===== config.mk =====
export PLATFORM = sky130hd
export DESIGN_NAME = serial_adder_controller
export DESIGN_NICKNAME = d
export VERILOG_FILES = /design/src/rtl/serial_adder_controller.sv
export SDC_FILE = /design/constraint.sdc
export NUM_CORES = 1
export LEC_CHECK = 0
export CAP_MARGIN = 40
export CORE_UTILIZATION = 45
export DETAILED_ROUTE_END_ITERATION = 8
export PLACE_DENSITY = 0.68
export SKIP_LAST_GASP = 1
export SLEW_MARGIN = 20
export SYNTH_ARGS = -nofsm -noshare
export SYNTH_HDL_FRONTEND = slang
export SYNTH_SLANG_ARGS = --single-unit

===== constraint.sdc =====
create_clock -name clk -period 2.9 [get_ports clk]
set_input_delay 0.58 -clock clk [delete_from_list [all_inputs] [get_ports clk]]
set_output_delay 0.58 -clock clk [all_outputs]
set_load 0.02 [all_outputs]

===== src/rtl/serial_adder_controller.sv =====
// Bit-serial N-bit unsigned adder with start/done handshake.
// One bit pair per clock, LSB first, through two half-adder cells and an OR.

module one_bit_half_adder (
    input  logic a,
    input  logic b,
    output logic sum,
    output logic carry
);
    assign sum   = a ^ b;
    assign carry = a & b;
endmodule

module serial_adder_controller #(
    parameter int unsigned N = 4
) (
    input  logic         clk,
    input  logic         rst_n,
    input  logic         start,
    input  logic [N-1:0] a,
    input  logic [N-1:0] b,
    output logic         busy,
    output logic         done,
    output logic [N:0]   result
);
    localparam int unsigned CW = $clog2(N) + 1;

    typedef enum logic [1:0] {IDLE, SHIFT, DONE} state_t;

    state_t         state;
    logic [N-1:0]   a_sr;
    logic [N-1:0]   b_sr;
    logic [N-1:0]   sum_sr;
    logic [N-1:0]   sum_nxt;
    logic           carry_ff;
    logic [CW-1:0]  cnt;
    logic           ha0_sum;
    logic           ha0_carry;
    logic           s;
    logic           ha1_carry;
    logic           c;

    one_bit_half_adder u_ha0 (
        .a     (a_sr[0]),
        .b     (b_sr[0]),
        .sum   (ha0_sum),
        .carry (ha0_carry)
    );

    one_bit_half_adder u_ha1 (
        .a     (ha0_sum),
        .b     (carry_ff),
        .sum   (s),
        .carry (ha1_carry)
    );

    assign c = ha0_carry | ha1_carry;

    // New sum bit enters at the MSB; shift form keeps N=1 legal.
    assign sum_nxt = (N'(s) << (N - 1)) | (sum_sr >> 1);

    always_ff @(posedge clk or negedge rst_n) begin
        if (!rst_n) begin
            state    <= IDLE;
            a_sr     <= '0;
            b_sr     <= '0;
            sum_sr   <= '0;
            carry_ff <= 1'b0;
            cnt      <= '0;
            busy     <= 1'b0;
            done     <= 1'b0;
            result   <= '0;
        end else begin
            case (state)
                IDLE: begin
                    done <= 1'b0;
                    if (start) begin
                        a_sr     <= a;
                        b_sr     <= b;
                        sum_sr   <= '0;
                        carry_ff <= 1'b0;
                        cnt      <= '0;
                        busy     <= 1'b1;
                        state    <= SHIFT;
                    end
                end
                SHIFT: begin
                    sum_sr   <= sum_nxt;
                    a_sr     <= a_sr >> 1;
                    b_sr     <= b_sr >> 1;
                    carry_ff <= c;
                    cnt      <= cnt + CW'(1);
                    if (cnt == CW'(N - 1)) begin
                        result <= {c, sum_nxt};
                        busy   <= 1'b0;
                        done   <= 1'b1;
                        state  <= DONE;
                    end
                end
                DONE: begin
                    done  <= 1'b0;
                    state <= IDLE;
                end
                default: begin
                    busy  <= 1'b0;
                    done  <= 1'b0;
                    state <= IDLE;
                end
            endcase
        end
    end

endmodule

Yosys cells after proc, flatten, opt, wreduce, memory -nomap -nowiden. Index checks and enable logic that the tools add are counted.

Mux-type cells: 18. Reductions and logical operators: 6. Eq/ne operators: 5. Bitwise operators: 7. $add $sub $neg: 1.

Operators by type and width (number): 4-bit one-hot mux with 2 select lines (3); 4-bit 2-to-1 mux (3); 3-bit one-hot mux with 2 select lines (1); 2-bit AND reduction (3); 1-bit 2-to-1 mux (5); 2-bit 2-to-1 mux (2); 2-bit != test (second input constant) (2); 4-bit by 3-bit OR with 4-bit output (1); 2-bit one-hot mux with 2 select lines (1); 3-bit by 1-bit adder with 3-bit output (second input constant) (1); 3-bit by 2-bit equality test with 1-bit output (second input constant) (1); 3-bit 2-to-1 mux (1); 1-bit one-hot mux with 3 select lines (1); 3-bit AND reduction (1); 1-bit bitwise AND (2); 2-bit by 1-bit equality test with 1-bit output (second input constant) (1); 2-bit equality test (second input constant) (1); 2-bit zero test (1); 1-bit one-hot mux with 2 select lines (1); 2-bit nonzero test (1); 1-bit bitwise XOR (2); 1-bit NOT (1); 1-bit OR (1).

Output and inout port bits: 7. Word-level logic and storage cells: 46. Input port bits: 11. Flip-flop bits (word level): 25.

Logic depth before layout (Yosys ltp). Gate-level depths: netlist of the first run.

Depth after elaboration: 4. Gate-level depth with buffers: 4. Gate-level depth less buffers: 4.

By module. From an unflattened synthesis of the first run, not the netlist that was laid out.

Cell total of the unflattened synthesis: 88. Area total of the unflattened synthesis: 1043.5 µm².

By module, submodules not included: serial_adder_controller (seq. area each 600.6 µm², cells an instance 86, area an instance 1018.5 µm², instances 1); one_bit_half_adder (seq. area each 0.0 µm², cells an instance 1, area an instance 12.5 µm², instances 2).

Worst setup path after synthesis of the first run. Ideal clock, no wire load.

Path kind: register to register. Start point: reg cnt[0]. End point: reg result[0]. Clock period less this slack: 1.330 ns. Data arrival time: 1.205 ns. Path slack: 1.570 ns. Library setup time: 0.125 ns. Required time: 2.775 ns. Buffers on the path: 0. Stages on the path, launching flop included: 5. Cell sequence: dfrtp_1 -> ha_1 -> ha_1 -> nand2_4 -> mux2_4.

Word-level cells in the longest chain between the ends: 2.

Ends and longest elaborated chain: start: declaration (line 36) `logic [CW-1:0] cnt;`; start signal: assignment (line 92) `cnt <= cnt + CW'(1);`; 3-bit by 2-bit equality test with 1-bit output (line 93) `if (cnt == CW'(N - 1)) begin`; 2-bit AND reduction (no line); end signal: assignment (line 94) `result <= {c, sum_nxt};`; end: declaration (line 24) `output logic [N:0] result`.

Every way passes these cells. A chain may end at the register's enable or synchronous reset.

Worst setup path in the final report of the first run.
Start point: reg result[4]. End point: out result[4].

No word-level cell between the ends.

==> impl_metrics.toml, run 1 <==
[critical_path]
cp.arrival_ns = 1.31
path_cells = "clkdlybuf4s50_1"
cp_max_fo = 2
cp_num_buf_inv = 1
start_kind = "flip-flop"
crit_type = "flip-flop to output port"
critPathSlowestCell = "clkdlybuf4s50_1"
end_kind = "output port"
critPathMaxStageDelay_ns = 0.60
crit_required_ns = 2.32
cp_top_family = "buffers and inverters"

[sta]
tns_ns = 0
slew_headroom_pct = 64.5
setup_viol = 0
holdWs_ns = 0.511
rsz0062_at_grt = "no"
drv_slew = 0
period_minus_slack_ns = 1.89
min_period_over_period_pct = 65.3
finClkSkew_ns = 0.00333
tightest_slew_ns = 0.531
hold_viol_final = 0
fmax_mhz = 528

[clock_tree]
postCtsSetupBuffers = 0
clockRootBuffer = "clkbuf_4"
hold_buffers = 0
cts.path.max_buffers = 2
cts_inserted_buffers = 3
cts_sinks = 24
cts_tree = "done"
cts_htree_levels = 1
ctsResizeCount = 0
clk-insertion-delay-late_ns = 0.33
cts.clk_slew.worst_paths_ns = 0.14

[grt]
antenna_found_initial = 0
grt_pass1_vias = 677
overflow = 0
grt_max_degree = 25
grt_pass1_wl_um = 3150
grt_use_total_pct = 17.6

[floorplanning]
die_y_um = 50.2
die_area_um2 = 2520
start_util_pct = 47.6
fp-row-count = 17
ios = 18
fp.coreArea_um2 = 2190
die_w_um = 50.2

[placed_design]
place_hpwl_um = 1250
gp_congestion = 0.753
place_inst = 121
placed_cell_area_um2 = 1230
numPortBuffers = 17

[layout]
finalNonFillerCells = 125
fin_area_um2 = 1280
fill_cells = 179
drive_gt1_share_pct = 18.6
syn_to_final_growth_pct = 23.0
layout.nets = 112
antenna_cells_inserted = 0

[detailed_routing]
routed_wl_um = 1840
wl_per_cell_um = 14.7
drc = 0
route.antenna.remaining_nets = 0
viasPerCell = 5.36
drt_iter0_markers = 24
vias = 670
drt_pass1_iterations = 4

[hold_path]
hold_path_class = "flip-flop to flip-flop"

[logic_synthesis]
ys_seq_area_share_pct = 57.6
synth_cells = 79
ys_types = 21
ys_seq_elements = 24
ys_top_cells_by_area = "dfrtp_1, mux2_4, o221a_2"
synth.net_count = 93
yosysTopAreaCellShare_pct = 57.6
syn-cell-area_um2 = 1040
yosysTopAreaCell = "dfrtp_1"
ys.warnings.count = 0
syn_avg_cell_area_um2 = 13.2

[pwr]
leakagePower_nw = 0.591
p_per_area_nw_per_um2 = 1150
peakVddDrop_mv = 0.648

[status]
status = "finished, final reports clean"

[flow_run]
maxCapViolations = 0
==> path summary, 6_finish.rpt <==
| kind | start | to | slack, ns | depth (start not counted) |
|---|---|---|---|---|
| worst min register to register | done | done | 0.51 | 2 |
| worst max register to register | cnt[0] | result[2] | 1.46 | 4 |
| max in group asynchronous | rst_n | b_sr[0] | 2.07 | 2 |
| worst max-delay path | result[4] | result[4] | 1.01 | 1 |
| worst min-delay path | done | done | 0.51 | 2 |
| min in group asynchronous | rst_n | result[1] | 0.59 | 2 |
==> flip-flops by register name, summed over array words and instances (netlist names) <==
name and count:
result 5, a_sr 4, b_sr 4, cnt 3, sum_sr 3, state 2, busy 1, carry_ff 1
done 1
==> cell families after synthesis <==
group | after synthesis | share of synthesized area, %
adders and majority gates | 3 | 4.32
AOI/OAI and AO/OA | 21 | 16.3
and+or+nand+nor | 18 | 10.8
buffers and inverters | 8 | 3.84
muxes | 5 | 7.19
DFF | 24 | 57.6
==> synth_stat cells <==
| library cell | n |
|---|---|
| dfrtp_1 | 24 |
| nand3b_1 | 6 |
| o221a_2 | 6 |
| a22o_1 | 5 |
| mux2_4 | 5 |
| nor2_1 | 5 |
| o21ai_0 | 5 |
| inv_1 | 4 |
| nand2_1 | 3 |
| buf_2 | 2 |
| buf_4 | 2 |
| ha_1 | 2 |
| o22ai_1 | 2 |
| a21oi_1 | 1 |
| a2bb2oi_1 | 1 |
| fa_1 | 1 |
| nand2_4 | 1 |
| nand2b_1 | 1 |
| nor2b_1 | 1 |
| nor2b_4 | 1 |
| o21bai_1 | 1 |
==> area by class of cell <==
cell class	instances	area (um^2)	share of cell area, %
inverter	4	15.0	1.17
clock inverter	1	30.0	2.34
tap	28	35.0	2.73
timing repair buffer	18	178	13.8
multi-input combinational	47	403	31.4
clock buffer	3	22.5	1.75
sequential	24	601	46.8
==> report_power, final <==
group          total, W  leakage, nW  switching (W)  internal [W]
logic          0.000629        0.267       0.000276      0.000352
registers      0.000598        0.297       0.000111      0.000488
clock network  0.000250       0.0279       0.000110      0.000140
==> stage by stage <==
stage | power (W) | setup WS, ns | utilization (%)
3_5_place_dp | 0.00124 | 0.881 | 56.2
3_3_place_gp | 0.00122 | 0.924 | 56.2
6_report | 0.00148 | 1.01 | 58.6
5_1_grt | 0.00158 | 0.940 | 58.6
4_1_cts | 0.00149 | 0.986 | 58.6
2_1_floorplan | 0.00106 | 1.57 | -
==> layout by cell type, fill, tap and decap left out, types with 2 or more instances in the layout <==
cell type         n
nor2_1            5
clkbuf_4          3
o21ai_0           5
mux2_4            5
o221a_2           6
nand2_1           3
o22ai_1           2
clkdlybuf4s50_1  17
a22o_1            5
nand3b_1          6
inv_1             4
dfrtp_1          24
ha_1              2
==> metal layers <==
metal	global-route usage, %	vias to the layer above	part of all wire [%]
met5	0	-	0
met4	8.57	0	2.5
met3	6.67	6	5.0
met2	25.8	23	44
met1	22.7	321	48
li1	-	320	-
Note: power is estimated with default switching activity, not from simulation.
==> run 2: changes to the inputs <==
Settings changed: PLACE_DENSITY 0.68 to 0.7.
Clock period 2.9 ns to 1.7 ns, I/O delays scaled along.
==> impl_metrics.toml, run 2 (synthesis results as in run 1) <==
[critical_path]
cp_max_fo = 2
start_kind = "flip-flop"
critPathMaxStageDelay_ns = 0.61
crit_required_ns = 1.36
reg2reg_from = "cnt[0]"
reg2regPathDepth = 4
r2r-end = "result[1]"
cp.arrival_ns = 1.29
crit_type = "flip-flop to output port"
critPathSlowestCell = "clkdlybuf4s50_1"
path_cells = "clkdlybuf4s50_1"
r2r_setup_slack_ns = 0.24
cp_top_family = "buffers and inverters"
end_kind = "output port"
cp_num_buf_inv = 1
cp_num_cells = 1

[detailed_routing]
wl_per_cell_um = 14.4
route.antenna.remaining_nets = 0
drt_pass1_iterations = 4
routed_wl_um = 1850
viasPerCell = 5.37
drc = 0
drt_iter0_markers = 9
vias = 687

[clock_tree]
cts_htree_levels = 1
postCtsSetupBuffers = 0
hold_buffers = 0
clk-insertion-delay-late_ns = 0.31
cts_sinks = 24
cts.clk_slew.worst_paths_ns = 0.13
ctsResizeCount = 0
cts.path.max_buffers = 2
clockRootBuffer = "clkbuf_4"
cts_inserted_buffers = 3
cts_tree = "done"

[grt]
overflow = 0
antenna_found_initial = 0
grt_pass1_vias = 673
grt_max_degree = 25
grt_use_total_pct = 17.0
grt_pass1_wl_um = 3190

[pwr]
clkPwrFrac_pct = 16.1
p_int_w = 0.00170
p_switching_w = 0.000860
peakVddDrop_mv = 1.14
combPwrFrac_pct = 43.6
switching_share_pct = 33.6
leakagePower_nw = 0.621
p_per_area_nw_per_um2 = 1960
seq_power_share_pct = 40.4

[layout]
antenna_cells_inserted = 0
fill_cells = 199
finalNonFillerCells = 128
largest-register = "result"
multi_input_area_um2 = 403
layout_common_cells = "dfrtp_1, clkdlybuf4s50_1, nand3b_1, o221a_2"
drive_gt1_share_pct = 21.0
largest_reg_flops = 5
mostFrequentLayoutCell = "dfrtp_1"
seqCellArea_um2 = 601
layout.nets = 115
syn_to_final_growth_pct = 25.4
top_regs = "result x5, a_sr x4, b_sr x4"

[sta]
holdWs_ns = 0.363
setup_viol = 0
period_minus_slack_ns = 1.63
tightest_slew_ns = 0.399
hold_viol_final = 0
finClkSkew_ns = 0.00129
rsz0062_at_grt = "no"
tns_ns = 0
setup_slack_ns = 0.0654
min_period_over_period_pct = 96.2
drv_slew = 0
fmax_mhz = 612
slew_headroom_pct = 73.3

[floorplanning]
die_y_um = 50.2
die_w_um = 50.2
die_area_um2 = 2520
start_util_pct = 47.6
fp.coreArea_um2 = 2190
fp-row-count = 17
ios = 18

[placed_design]
numPortBuffers = 17
place_inst = 124
preCtsSetupSlack_ns = 0.187
place_hpwl_um = 1300
gp_congestion = 0.743

[hold_path]
hold_path_class = "input port to async pin"

[flow_run]
maxCapViolations = 0

[status]
status = "finished, final reports clean"
## run 2: changes by cell type in the layout (fill, tap and decap cells not counted), sizes merged
cell,previous run,this run
buf,1,4
dlymetal6s2s,0,1
clkdlybuf4s50,17,16
## run 2: through the flow
step | util, % | total power, W | cell area (um^2)
floorplan | - | 0.00180 | 1040
detailed placement | 57.2 | 0.00218 | 1250
CTS | 59.6 | 0.00258 | 1310
finish | 59.7 | 0.00256 | 1310
global route | 59.7 | 0.00274 | 1310
global placement | 57.2 | 0.00213 | 1250
## run 2: power groups by stage
stage,sequential (W),combinational (W),clock (W)
final,0.00103,0.00112,0.000412
after global routing,0.00107,0.00123,0.000442
after CTS,0.00103,0.00113,0.000419
after detailed placement,0.00104,0.00114,0
after global placement,0.00103,0.00110,0
after floorplan,0.00105,0.000750,0
## run 2: routing by layer
layer	vias to the layer above	GRT usage [%]	routed length, um	share of wire, %
li1	326	-	-	-
met1	339	25.5	931	50
met2	20	24.7	827	45
met3	2	2.73	66	3.6
met4	0	6.67	19	1.0
met5	-	0	0	0
## run 2: worst max-delay path by stage
stage / from / endpoint / slack, ns
global route: result[4] / result[4] / 0.009
detailed placement: start / cnt[1] / 0.19
CTS: done / done / 0.05
finish: busy / busy / 0.07
global placement: start / carry_ff / 0.21
floorplan: cnt[0] / result[0] / 0.37
## run 2: final cells by class
| class | instances | area share [%] |
|---|---|---|
| well taps | 28 | 2.68 |
| inverters | 4 | 1.15 |
| clock inverters | 1 | 2.29 |
| clock buffers | 3 | 1.72 |
| repair buffers | 21 | 15.5 |
| multi-input cells | 47 | 30.8 |
| flip-flops and latches | 24 | 45.9 |
